===== config.mk =====
export PLATFORM = sky130hd
export DESIGN_NAME = i2c_regbank
export DESIGN_NICKNAME = d
export VERILOG_FILES = /design/src/rtl/i2c_regbank.sv
export SDC_FILE = /design/constraint.sdc
export NUM_CORES = 1
export LEC_CHECK = 0
export CORE_AREA = 2 2 155 188
export DETAILED_ROUTE_END_ITERATION = 10
export DIE_AREA = 0 0 157 190
export GPL_TIMING_DRIVEN = 0
export SLEW_MARGIN = 30
export SYNTH_ARGS = -nofsm -noshare
export SYNTH_HDL_FRONTEND = slang
export SYNTH_SLANG_ARGS = --single-unit
export TNS_END_PERCENT = 5

===== constraint.sdc =====
create_clock -name clk -period 6 [get_ports clk]
set_input_delay 1.2 -clock clk [delete_from_list [all_inputs] [get_ports clk]]
set_output_delay 1.2 -clock clk [all_outputs]
set_load 0.03 [all_outputs]

===== src/rtl/i2c_regbank.sv =====
// i2c_regbank: application register bank behind the I2C slave bus.
// Provides an ID register, CTRL/STATUS/LEVEL, an RX FIFO drained by I2C
// reads at 0x04, a write mailbox at 0x04 and eight scratch registers.
// The 0x08 scratch register drives gpio_out.
// Optional feature macro: I2C_REGBANK_IRQ_EN (THRESH register at 0x05 and irq).
module i2c_regbank #(
    parameter logic [7:0] CHIP_ID    = 8'hA5,
    parameter int         FIFO_DEPTH = 8
) (
    input  logic       clk,
    input  logic       rst,
    input  logic       rw,
    input  logic [7:0] addr,
    input  logic       wen,
    input  logic [7:0] wdata,
    input  logic       rdata_used,
    output logic [7:0] rdata,
    input  logic [7:0] in_data,
    input  logic       in_valid,
    output logic [7:0] mbox_data,
    output logic       mbox_valid,
    output logic [7:0] gpio_out,
    output logic       irq
);
    localparam int PTR_W = $clog2(FIFO_DEPTH);
    localparam int CNT_W = PTR_W + 1;

    logic [7:0]       mem [FIFO_DEPTH];
    logic [PTR_W-1:0] wr_ptr, rd_ptr;
    logic [CNT_W-1:0] count;
    logic             ovf;
    logic             irq_ena;
    logic [7:0]       scratch [8];
    logic [7:0]       thresh;
    logic [7:0]       level;
    logic [7:0]       rd_mux;

    logic is_empty, is_full, flush, pop, push_ok, ovf_set, ovf_clr;

    // rw carries no decode information; it is kept on the port list only.
    logic unused_rw;
    assign unused_rw = rw;

    assign level    = 8'(count);
    assign is_empty = (count == '0);
    assign is_full  = (count == CNT_W'(FIFO_DEPTH));
    // Flush beats a simultaneous push; a full FIFO drops the push even if a pop happens.
    assign flush    = wen && (addr == 8'h01) && wdata[0];
    assign pop      = rdata_used && (addr == 8'h04) && !is_empty && !flush;
    assign push_ok  = in_valid && !is_full && !flush;
    assign ovf_set  = in_valid && is_full && !flush;
    assign ovf_clr  = rdata_used && (addr == 8'h02);

    // FIFO pointers, occupancy and sticky overflow flag.
    always_ff @(posedge clk) begin
        if (rst || flush) begin
            wr_ptr <= '0;
            rd_ptr <= '0;
            count  <= '0;
        end else begin
            if (push_ok) wr_ptr <= wr_ptr + PTR_W'(1);
            if (pop)     rd_ptr <= rd_ptr + PTR_W'(1);
            case ({push_ok, pop})
                2'b10:   count <= count + CNT_W'(1);
                2'b01:   count <= count - CNT_W'(1);
                default: count <= count;
            endcase
        end
        if (rst)          ovf <= 1'b0;
        else if (ovf_set) ovf <= 1'b1;
        else if (ovf_clr) ovf <= 1'b0;
    end

    // FIFO storage; contents are discarded logically by resetting the pointers.
    always_ff @(posedge clk) begin
        if (push_ok) mem[wr_ptr] <= in_data;
    end

    // Software-writable registers, mailbox and its one-cycle valid strobe.
    always_ff @(posedge clk) begin
        if (rst) begin
            irq_ena    <= 1'b0;
            mbox_data  <= 8'h00;
            mbox_valid <= 1'b0;
            for (int i = 0; i < 8; i++) scratch[i] <= 8'h00;
        end else begin
            mbox_valid <= wen && (addr == 8'h04);
            if (wen && addr == 8'h01) irq_ena <= wdata[1];
            if (wen && addr == 8'h04) mbox_data <= wdata;
            if (wen && addr[7:3] == 5'b00001) scratch[addr[2:0]] <= wdata;
        end
    end

    assign gpio_out = scratch[0];

`ifdef I2C_REGBANK_IRQ_EN
    // Interrupt threshold register.
    always_ff @(posedge clk) begin
        if (rst)                       thresh <= 8'h01;
        else if (wen && addr == 8'h05) thresh <= wdata;
    end

    // Registered level interrupt: FIFO reached threshold or overflow seen.
    always_ff @(posedge clk) begin
        if (rst) irq <= 1'b0;
        else     irq <= irq_ena && ((level >= thresh) || ovf);
    end
`else
    assign thresh = 8'h00;
    assign irq    = 1'b0;
`endif

    // Read decode of the current address against the current state.
    always_comb begin
        rd_mux = 8'h00;
        if (addr[7:4] == 4'h0) begin
            case (addr[3:0])
                4'h0:    rd_mux = CHIP_ID;
                4'h1:    rd_mux = {6'b0, irq_ena, 1'b0};
                4'h2:    rd_mux = {5'b0, ovf, is_full, is_empty};
                4'h3:    rd_mux = level;
                4'h4:    rd_mux = is_empty ? 8'h00 : mem[rd_ptr];
                4'h5:    rd_mux = thresh;
                4'h6,
                4'h7:    rd_mux = 8'h00;
                default: rd_mux = scratch[addr[2:0]];
            endcase
        end
    end

    // Registered read data presented to the slave.
    always_ff @(posedge clk) begin
        if (rst) rdata <= 8'h00;
        else     rdata <= rd_mux;
    end
endmodule


# After elaboration in Yosys (flattened, before gate mapping)
# Memories as Yosys holds them, arrays and structs flattened. A register that Yosys moved wholly into a read port is not among the register bits.
# Cells that the tools add are included.
# word_totals
register_bits	29
mem_bits_rw	128
output_inout_bits	26
elab_cells	70
memories	2
# memory_table
name	words	width	rd	rd_ports_with_merged_regs	wr	line	source
mem	8	8	1	1	1	28	logic [7:0] mem [FIFO_DEPTH];
scratch	8	8	2	0	8	33	logic [7:0] scratch [8];
# op_classes
add_sub_neg	4
eq_ne	14
muxes	17
bitwise	1
n_reduce_logical	24
# ops
operator	count
one-hot mux 8 bit (6 select lines)	1
equality test 4 x 3 -> 1 bit (second input constant)	4
2-to-1 mux 8 bit	2
logical AND 1 bit	12
logical NOT 4 bit	3
2-to-1 mux 1 bit	10
2-to-1 mux 3 bit	3
equality test 4 x 2 -> 1 bit (second input constant)	2
equality test 8 x 1 -> 1 bit (second input constant)	1
equality test 8 x 2 -> 1 bit (second input constant)	1
equality test 8 x 3 -> 1 bit (second input constant)	1
one-hot mux 4 bit (2 select lines)	1
OR reduction 8 bit	1
adder 3 x 1 -> 3 bit (second input constant)	2
equality test 5 x 1 -> 1 bit (second input constant)	1
adder 4 x 1 -> 4 bit (second input constant)	1
equality test 4 x 1 -> 1 bit (second input constant)	1
equality test 4 bit (second input constant)	1
nonzero test 2 bit	2
subtractor 4 x 1 -> 4 bit (second input constant)	1
logical NOT 1 bit	3
OR reduction 3 bit	1
equality test 2 x 1 -> 1 bit (second input constant)	1
equality test 2 bit (second input constant)	1
3 further kinds	3

# Depth between registers and ports, before layout
# Gate-level depths: netlist of the first run.
# depth
ltp_word	7
ltp_mapped	11

# Worst setup path before layout of the first run
# No wires, ideal clock.
# synth_path
path_type	input to register
start	input addr[1]
end	register count[2]
setup_time_ns	0.070
t_arrival_ns	3.363
setup_slack_ns	2.567
stages	10
cell_sequence	buf_2 > or4b_1 > nor3_1 > ha_1 > xor2_1 > ha_1 > a21oi_1 > xor2_1 > or3_1 > a21oi_1
# synth_via
elab_chain_cells	7
# synth_lines
item	line	source
from (decl)	13	input logic [7:0] addr,
equality test 8 x 1 -> 1 bit	48	assign flush = wen && (addr == 8'h01) && wdata[0];
logical AND 1 bit (2 in a row)	48	
logical NOT 1 bit	49	assign pop = rdata_used && (addr == 8'h04) && !is_empty && !flush;
logical AND 1 bit (*)	49	
named net pop	38	logic is_empty, is_full, flush, pop, push_ok, ovf_set, ovf_clr;
equality test 2 x 1 -> 1 bit or equality test 2 bit (tied branches)	63	case ({push_ok, pop})
one-hot mux 4 bit (2 select lines) or nonzero test 2 bit (tied branches)	--	
to (signal assigned)	64	2'b10: count <= count + CNT_W'(1);
to (signal assigned)	65	2'b01: count <= count - CNT_W'(1);
to (signal assigned)	66	default: count <= count;
to (decl)	30	logic [CNT_W-1:0] count;
# Mark *: on every way through the listed nets, which the timed path passes. The rest lies on a longest branch.
# A chain may end at the register's enable or synchronous reset.

# Final worst setup path of the first run
# layout_path
start	input addr[7]
end	register count[2]
# layout_via
elab_chain_cells	7
# layout_lines
item	line
equality test 8 x 1 -> 1 bit	48
logical AND 1 bit (2 in a row)	48
logical NOT 1 bit	49, 50
logical AND 1 bit, on equally long branches	49, 50
equality test 2 x 1 -> 1 bit or equality test 2 bit (tied branches)	63
one-hot mux 4 bit (2 select lines) or nonzero test 2 bit (tied branches)	--
# Several ways; a longest one is shown, not always the timed one.

==> flow_summary.toml, run 1 <==
[outcome]
status = "complete, no violations"

[final_layout]
drive_gt1_frac = 0.152
antenna_cells = 0
fill_cells = 2816
final_cell_mix = "edfxtp_1 (128), and2_1 (64), clkdlybuf4s50_1 (51), nor2_1 (34), dfxtp_1 (32)"
final_cells = 944
layout_commonest_cell = "edfxtp_1"
area_delta_synth_final_pct = 23.4
nNetsFinal = 581

[floorplanning]
die_h_um = 190
io_pins = 56
die-area_sq_um = 29800
start_util = 0.246
core_sq_um = 28200
placementRows = 68
die_w_um = 157

[yosys]
syn_inst = 476
syn_area_sq_um = 6920
syn-num-nets = 511
synth_seq_cells = 160
ys_async_sr_fraction = 0
netlist-cell-type-count = 55
syn_avg_cell_area_sq_um = 14.5
yosysTopAreaCell = "edfxtp_1"
yosys-top-cells-area = "edfxtp_1 (56%), dfxtp_1 (9.3%), mux4_2 (7.2%)"
synth-edff-count = 128
yosysTopAreaCellShare = 0.555
yosys_warnings = 0
synthFlopType = "edfxtp_1"
yosysSeqAreaShare = 0.648

[worst_setup_path]
critPathLaunchType = "input pin"
critPathMaxStageDelay_ns = 0.61
required_ns = 6.36
slowest_stage = "nor4_4"
worstPathCellList = "clkdlybuf4s50_1 > nor4_4 > nand4_1 > nand2_1 > ha_1 > xor2_1 > ha_1 > a21oi_1 > xor2_1 > or3_1 > a21oi_1"
critPathTopFamily = "simple AND/OR/NAND/NOR gates"
cp.arrival_ns = 4.10
worst-path-buf-inv = 1
crit_type = "input pin to register"
path_max_fanout = 9
endpoint_kind = "register"

[run]
maxCapViolCount = 0

[clock_tree]
cts_buffer_depth = 2
insertion_delay_ns = 0.43
cts_tree = "done"
root_buffer = "clkbuf_16"
clock_sinks = 160
cts_resized = 0
h-tree-depth = 4
cts_inserted_buffers = 17
cts_hold_buf = 0
clk_pin_slew_worst_paths_ns = 0.06
post_cts_buffers = 0

[power]
p_leak_nw = 2.91
ir_drop_v = 0.000193
pwr_density_cell_nw_per_um2 = 298
p_total_mw = 2.55

[placed_design]
dp.cells = 912
place_ws_ns = 1.86
io_buffer_count = 51
dp.final_hpwl_um = 11500
gp_congestion = 0.834

[global_routing]
track_usage = 0.113
grt_busiest_layer = "met2"
grt_pass1_wl_um = 24400
grt_use_met2 = 0.187
grtUsageMet1 = 0.137
grtUsageMet3 = 0.0328
grt_max_degree = 17
grt_pass1_vias = 4131
grt_overflow_total = 0
antenna_found_initial = 0

[timing]
layout_setup_ws_ns = 2.26
grt_setup_unrepaired = "false"
tns_ns = 0
fmax_ghz = 0.268
min_period_ns = 3.74
post-route-period-util = 0.623
finalClockSkew_ns = 0.0100
finalHoldViolations = 0
setup_viol = 0
relSlewSlack = 0.380
slew_viol_final = 0
tightest_slew_ns = 0.927

[detailed_routing]
routed_wl_um = 16200
drc = 0
wl_per_cell_um = 17.2
first_pass_iters = 5
first_iter_violations = 308
num_vias = 4061
via_per_inst = 4.30
antenna_left = 0

[hold_path]
hold_path.class = "register to register"
==> cell type report <==
| class | count | area, sq um | share of cell area |
|---|---|---|---|
| Sequential cell | 160 | 4480 | 0.525 |
| Inverter | 5 | 18.8 | 0.00220 |
| Buffer | 24 | 105 | 0.0123 |
| Timing Repair Buffer | 51 | 510 | 0.0597 |
| Clock inverter | 10 | 161 | 0.0189 |
| Tap cell | 385 | 482 | 0.0564 |
| Multi-Input combinational cell | 287 | 2330 | 0.273 |
| Clock buffer | 22 | 454 | 0.0532 |
==> synth_stat cells, types with 7 or more instances <==
master    instances
nor2_1           35
dfxtp_1          32
and2_1           64
a21oi_1          11
buf_2             9
nor3_1            9
edfxtp_1        128
nand2_1          12
mux4_2           22
mux2i_1          28
clkbuf_1         14
or2_1             8
nand3_1           7
==> per-stage QoR <==
step | utilization | hold slack (ns) | area (sq um)
4_1_cts | 0.303 | 0.463 | 8540
2_1_floorplan | - | 0.438 | 6920
3_5_place_dp | 0.281 | 0.455 | 7930
3_3_place_gp | 0.281 | 0.452 | 7920
5_1_grt | 0.303 | 0.483 | 8540
6_report | 0.303 | 0.467 | 8540
==> routing by layer <==
layer  vias up  part of all wire
met5         -                 0
met4         0             0.023
met3        21             0.048
met2       104              0.49
met1      2004              0.44
li1       1932                 -
==> cells by family after synthesis <==
| logic type | share of synthesized area |
|---|---|
| other cells | 0.000542 |
| flops | 0.648 |
| fa+ha+maj | 0.00904 |
| buf+inv | 0.0179 |
| compound gates | 0.0461 |
| xor+xnor | 0.0101 |
| simple gates | 0.147 |
| mux | 0.122 |
==> worst register-to-register path, cell delays in order (launching register included) <==
cell and delay, ns:
dfxtp_1 0.29, clkbuf_1 0.22, nor4b_1 0.56, nor2b_1 0.22, nand2_1 0.17, ha_1 0.29
xor2_1 0.18, ha_1 0.18, a21oi_1 0.05, xor2_1 0.17, or3_1 0.31, a21oi_1 0.13
==> worst paths after layout <==
path,from,to,slack (ns),depth (start not counted)
worst max-delay path,addr[7],count[2]$_SDFFE_PP0P_,2.26,11
worst min-delay path,ovf$_SDFFE_PP0P_,ovf$_SDFFE_PP0P_,0.47,2
worst max register to register,count[1]$_SDFFE_PP0P_,count[2]$_SDFFE_PP0P_,3.17,11
worst min register to register,ovf$_SDFFE_PP0P_,ovf$_SDFFE_PP0P_,0.47,2
==> where the power goes <==
part / internal (mW) / total (mW) / leakage [nW] / switching (mW)
sequential: 1.23 / 1.25 / 1.45 / 0.0132
clock: 0.707 / 1.14 / 0.302 / 0.430
combinational: 0.0633 / 0.164 / 1.16 / 0.100
==> sequential cells by signal, summed over array words and instances (netlist names), named ones only <==
name	flops
scratch	64
mbox_valid	1
rdata	8
irq_ena	1
rd_ptr	3
count	4
mbox_data	8
mem	64
ovf	1
wr_ptr	3
Note: power is estimated with default switching activity, not from simulation.
==> run 2, diff against run 1 <==
==> constraint.sdc (replaced) <==
create_clock -name clk -period 3.4 [get_ports clk]
set_input_delay 0.68 -clock clk [delete_from_list [all_inputs] [get_ports clk]]
set_output_delay 0.68 -clock clk [all_outputs]
set_load 0.03 [all_outputs]
==> results of run 2 <==
The final DEF is identical to that of run 1. Status: complete, no violations.
Among the figures that moved: setup slack after placement 1.86 ns -> -0.216 ns; setup slack after layout 2.26 ns -> 0.185 ns; register-to-register setup slack 3.17 ns -> 0.57 ns; total power 2.55 mW -> 4.49 mW; worst IR drop on VDD 0.000193 V -> 0.000340 V
==> run 3, diff against run 2 <==
--- a/config.mk
+++ b/config.mk
@@ -5,6 +5,7 @@
 export SDC_FILE = /design/constraint.sdc
 export NUM_CORES = 1
 export LEC_CHECK = 0
+export ABC_AREA = 1
 export CORE_AREA = 2 2 155 188
 export DETAILED_ROUTE_END_ITERATION = 10
 export DIE_AREA = 0 0 157 190
==> run 3 against run 2 <==
Compared with the run above: cell count is 25% higher; sequential share of layout area is 0.12 points lower; worst hold slack gained 0.012 ns; critical path depth is 3 higher; register-to-register slack better by 0.44 ns; synthesized area hardly changed; routed wire length grew 11%; sequential power about the same; via count increased by 25%; combinational power shrank 6.9%; largest cell class unchanged.
==> flow_summary.toml, run 3 <==
[worst_setup_path]
critPathLaunchType = "input pin"
path_max_fanout = 9
crit_type = "input pin to register"
slowest_stage = "clkdlybuf4s50_1"
worst-path-buf-inv = 2
endpoint_kind = "register"
critPathMaxStageDelay_ns = 0.54
worst-r2r-setup-slack_ns = 1.01
required_ns = 3.73
cp_common_cell = "nor2_1"
critPathTopFamily = "simple AND/OR/NAND/NOR gates"
worstPathCellList = "clkdlybuf4s50_1 > nor2_1 > nand2_1 > nor2_1 > nand4_2 > nand2_2 > ha_1 > nand2_1 > inv_1 > nor2_1 > ha_1 > a21oi_1 > xor2_1 > a211oi_1"
cp.arrival_ns = 3.31

[timing]
fmax_ghz = 0.335
whs_ns = 0.479
finalClockSkew_ns = 0.0121
relSlewSlack = 0.352
slew_viol_final = 0
post-route-period-util = 0.879
min_period_ns = 2.99
setup_viol = 0
tightest_slew_ns = 0.968
finalHoldViolations = 0
grt_setup_unrepaired = "false"

[clock_tree]
cts_tree = "done"
clock_sinks = 160
cts_inserted_buffers = 17
cts_hold_buf = 0
insertion_delay_ns = 0.44
h-tree-depth = 4
cts_resized = 0
post_cts_buffers = 0
cts_buffer_depth = 2
clk_pin_slew_worst_paths_ns = 0.07
root_buffer = "clkbuf_16"

[final_layout]
nNetsFinal = 817
drive_gt1_frac = 0.0805
layout_commonest_cell = "nor2_1"
antenna_cells = 0
final_cell_mix = "nor2_1 (181), edfxtp_1 (128), nand2_1 (115), o21ai_0 (59), clkdlybuf4s50_1 (50)"
final_area_sq_um = 8560
fill_cells = 2925
area_delta_synth_final_pct = 23.6
final_cells = 1180
top_regs = "mem: 64 flops, scratch: 64 flops"

[yosys]
synth-edff-count = 128
syn_avg_cell_area_sq_um = 9.72
yosysTopAreaCell = "edfxtp_1"
yosys_warnings = 0
ys_async_sr_fraction = 0
synthTopCellsByCount = "nor2_1 (182), edfxtp_1 (128), nand2_1 (115), o21ai_0 (59), inv_1 (45)"
yosysSeqAreaShare = 0.647
netlist-cell-type-count = 27
synth_seq_cells = 160
synthFlopType = "edfxtp_1"
syn_area_sq_um = 6930
yosys-top-cells-area = "edfxtp_1 (55%), nor2_1 (9.9%), dfxtp_1 (9.2%)"
yosysTopAreaCellShare = 0.555
syn-num-nets = 748
yosysMostFrequentCell = "nor2_1"
syn_inst = 713

[detailed_routing]
via_per_inst = 4.31
top_layer_used = "met4"
wl_per_cell_um = 15.2
drc = 0
first_pass_iters = 4
dr_wl_met3_um = 788
dr_wl_met2_um = 9100
wl_met1_um = 7700
routed_wl_um = 17900
first_iter_violations = 414
antenna_left = 0
num_vias = 5081

[placed_design]
dp.final_hpwl_um = 12700
dp.cells = 1148
io_buffer_count = 50
placed_area_sq_um = 7930
gp_congestion = 0.803

[global_routing]
antenna_found_initial = 0
grt_pass1_vias = 5091
grt_pass1_wl_um = 27700
grt_max_degree = 17
grt_overflow_total = 0
track_usage = 0.124

[floorplanning]
core_sq_um = 28200
die_w_um = 157
start_util = 0.246
io_pins = 56
die_h_um = 190
die-area_sq_um = 29800
placementRows = 68

[power]
p_leak_nw = 3.22
clkPwrFrac = 0.455
p_int_mw = 3.56
p_comb_frac = 0.059
p_sw_mw = 0.969
pwr_density_cell_nw_per_um2 = 528
ir_drop_v = 0.000287
power_frac_seq = 0.485
power.share.switching = 0.214

[outcome]
status = "complete, no violations"

[run]
maxCapViolCount = 0

[hold_path]
hold_path.class = "register to register"
-- run 3: worst paths after layout --
kind,to,depth (start not counted),start
min reg2reg,ovf$_SDFFE_PP0P_,2,ovf$_SDFFE_PP0P_
max,count[2]$_SDFFE_PP0P_,14,addr[2]
max reg2reg,count[2]$_SDFFE_PP0P_,13,count[1]$_SDFFE_PP0P_
min,ovf$_SDFFE_PP0P_,2,ovf$_SDFFE_PP0P_
-- run 3: per-layer routing --
| layer | up-vias | global-route usage |
|---|---|---|
| li1 | 2523 | - |
| met1 | 2414 | 0.151 |
| met2 | 117 | 0.215 |
| met3 | 27 | 0.0255 |
| met4 | 0 | 0.0483 |
| met5 | - | 0 |
-- run 3: logic make-up (layout without fill, tap and decap cells) --
kind of cell,count (synthesis),count (layout),synth area share
xor gates and xnor gates,5,5,0.00632
buffers and inverters,80,162,0.0482
and+or+nand+nor,367,367,0.217
adders and majority gates,5,5,0.00903
DFF,160,160,0.647
other,1,1,0.000541
AOI/OAI and AO/OA,95,95,0.0719
-- run 3: layout make-up --
class,count,area (sq um),share of cell area
Tap cell,385,482,0.0563
Buffer,24,124,0.0145
Inverter,56,210,0.0245
Clock inverter,11,189,0.0221
Multi-Input combinational cell,473,2130,0.249
Clock buffer,21,440,0.0514
Timing Repair Buffer,50,500,0.0584
Sequential cell,160,4480,0.524
-- run 3: metrics by stage --
step	TNS [ns]	util	total power, mW	setup slack, ns
3_3_place_gp	-0.286	0.281	2.50	-0.0361
6_report	0	0.304	4.52	0.413
3_5_place_dp	0	0.282	2.51	0.0283
2_1_floorplan	0	-	2.38	0.920
4_1_cts	0	0.304	4.54	0.462
5_1_grt	0	0.304	4.65	0.144
-- run 3: power by group through the flow --
| stage | clock network [mW] | logic [mW] | registers (mW) |
|---|---|---|---|
| detailed placement | 0 | 0.268 | 2.24 |
| floorplan | 0 | 0.140 | 2.24 |
| finish | 2.06 | 0.269 | 2.20 |
| global route | 2.15 | 0.298 | 2.20 |
| CTS | 2.07 | 0.269 | 2.20 |
| global placement | 0 | 0.264 | 2.24 |
-- run 3: worst reg2reg max path: stages (launching register included) --
cell	delay, ns
dfxtp_1	0.46
nor2_1	0.10
nand2_1	0.07
nor2_1	0.06
nor2_1	0.25
nand2_2	0.22
ha_1	0.31
nand2_1	0.10
inv_1	0.05
nor2_1	0.12
ha_1	0.17
a21oi_1	0.05
xor2_1	0.18
a211oi_1	0.19
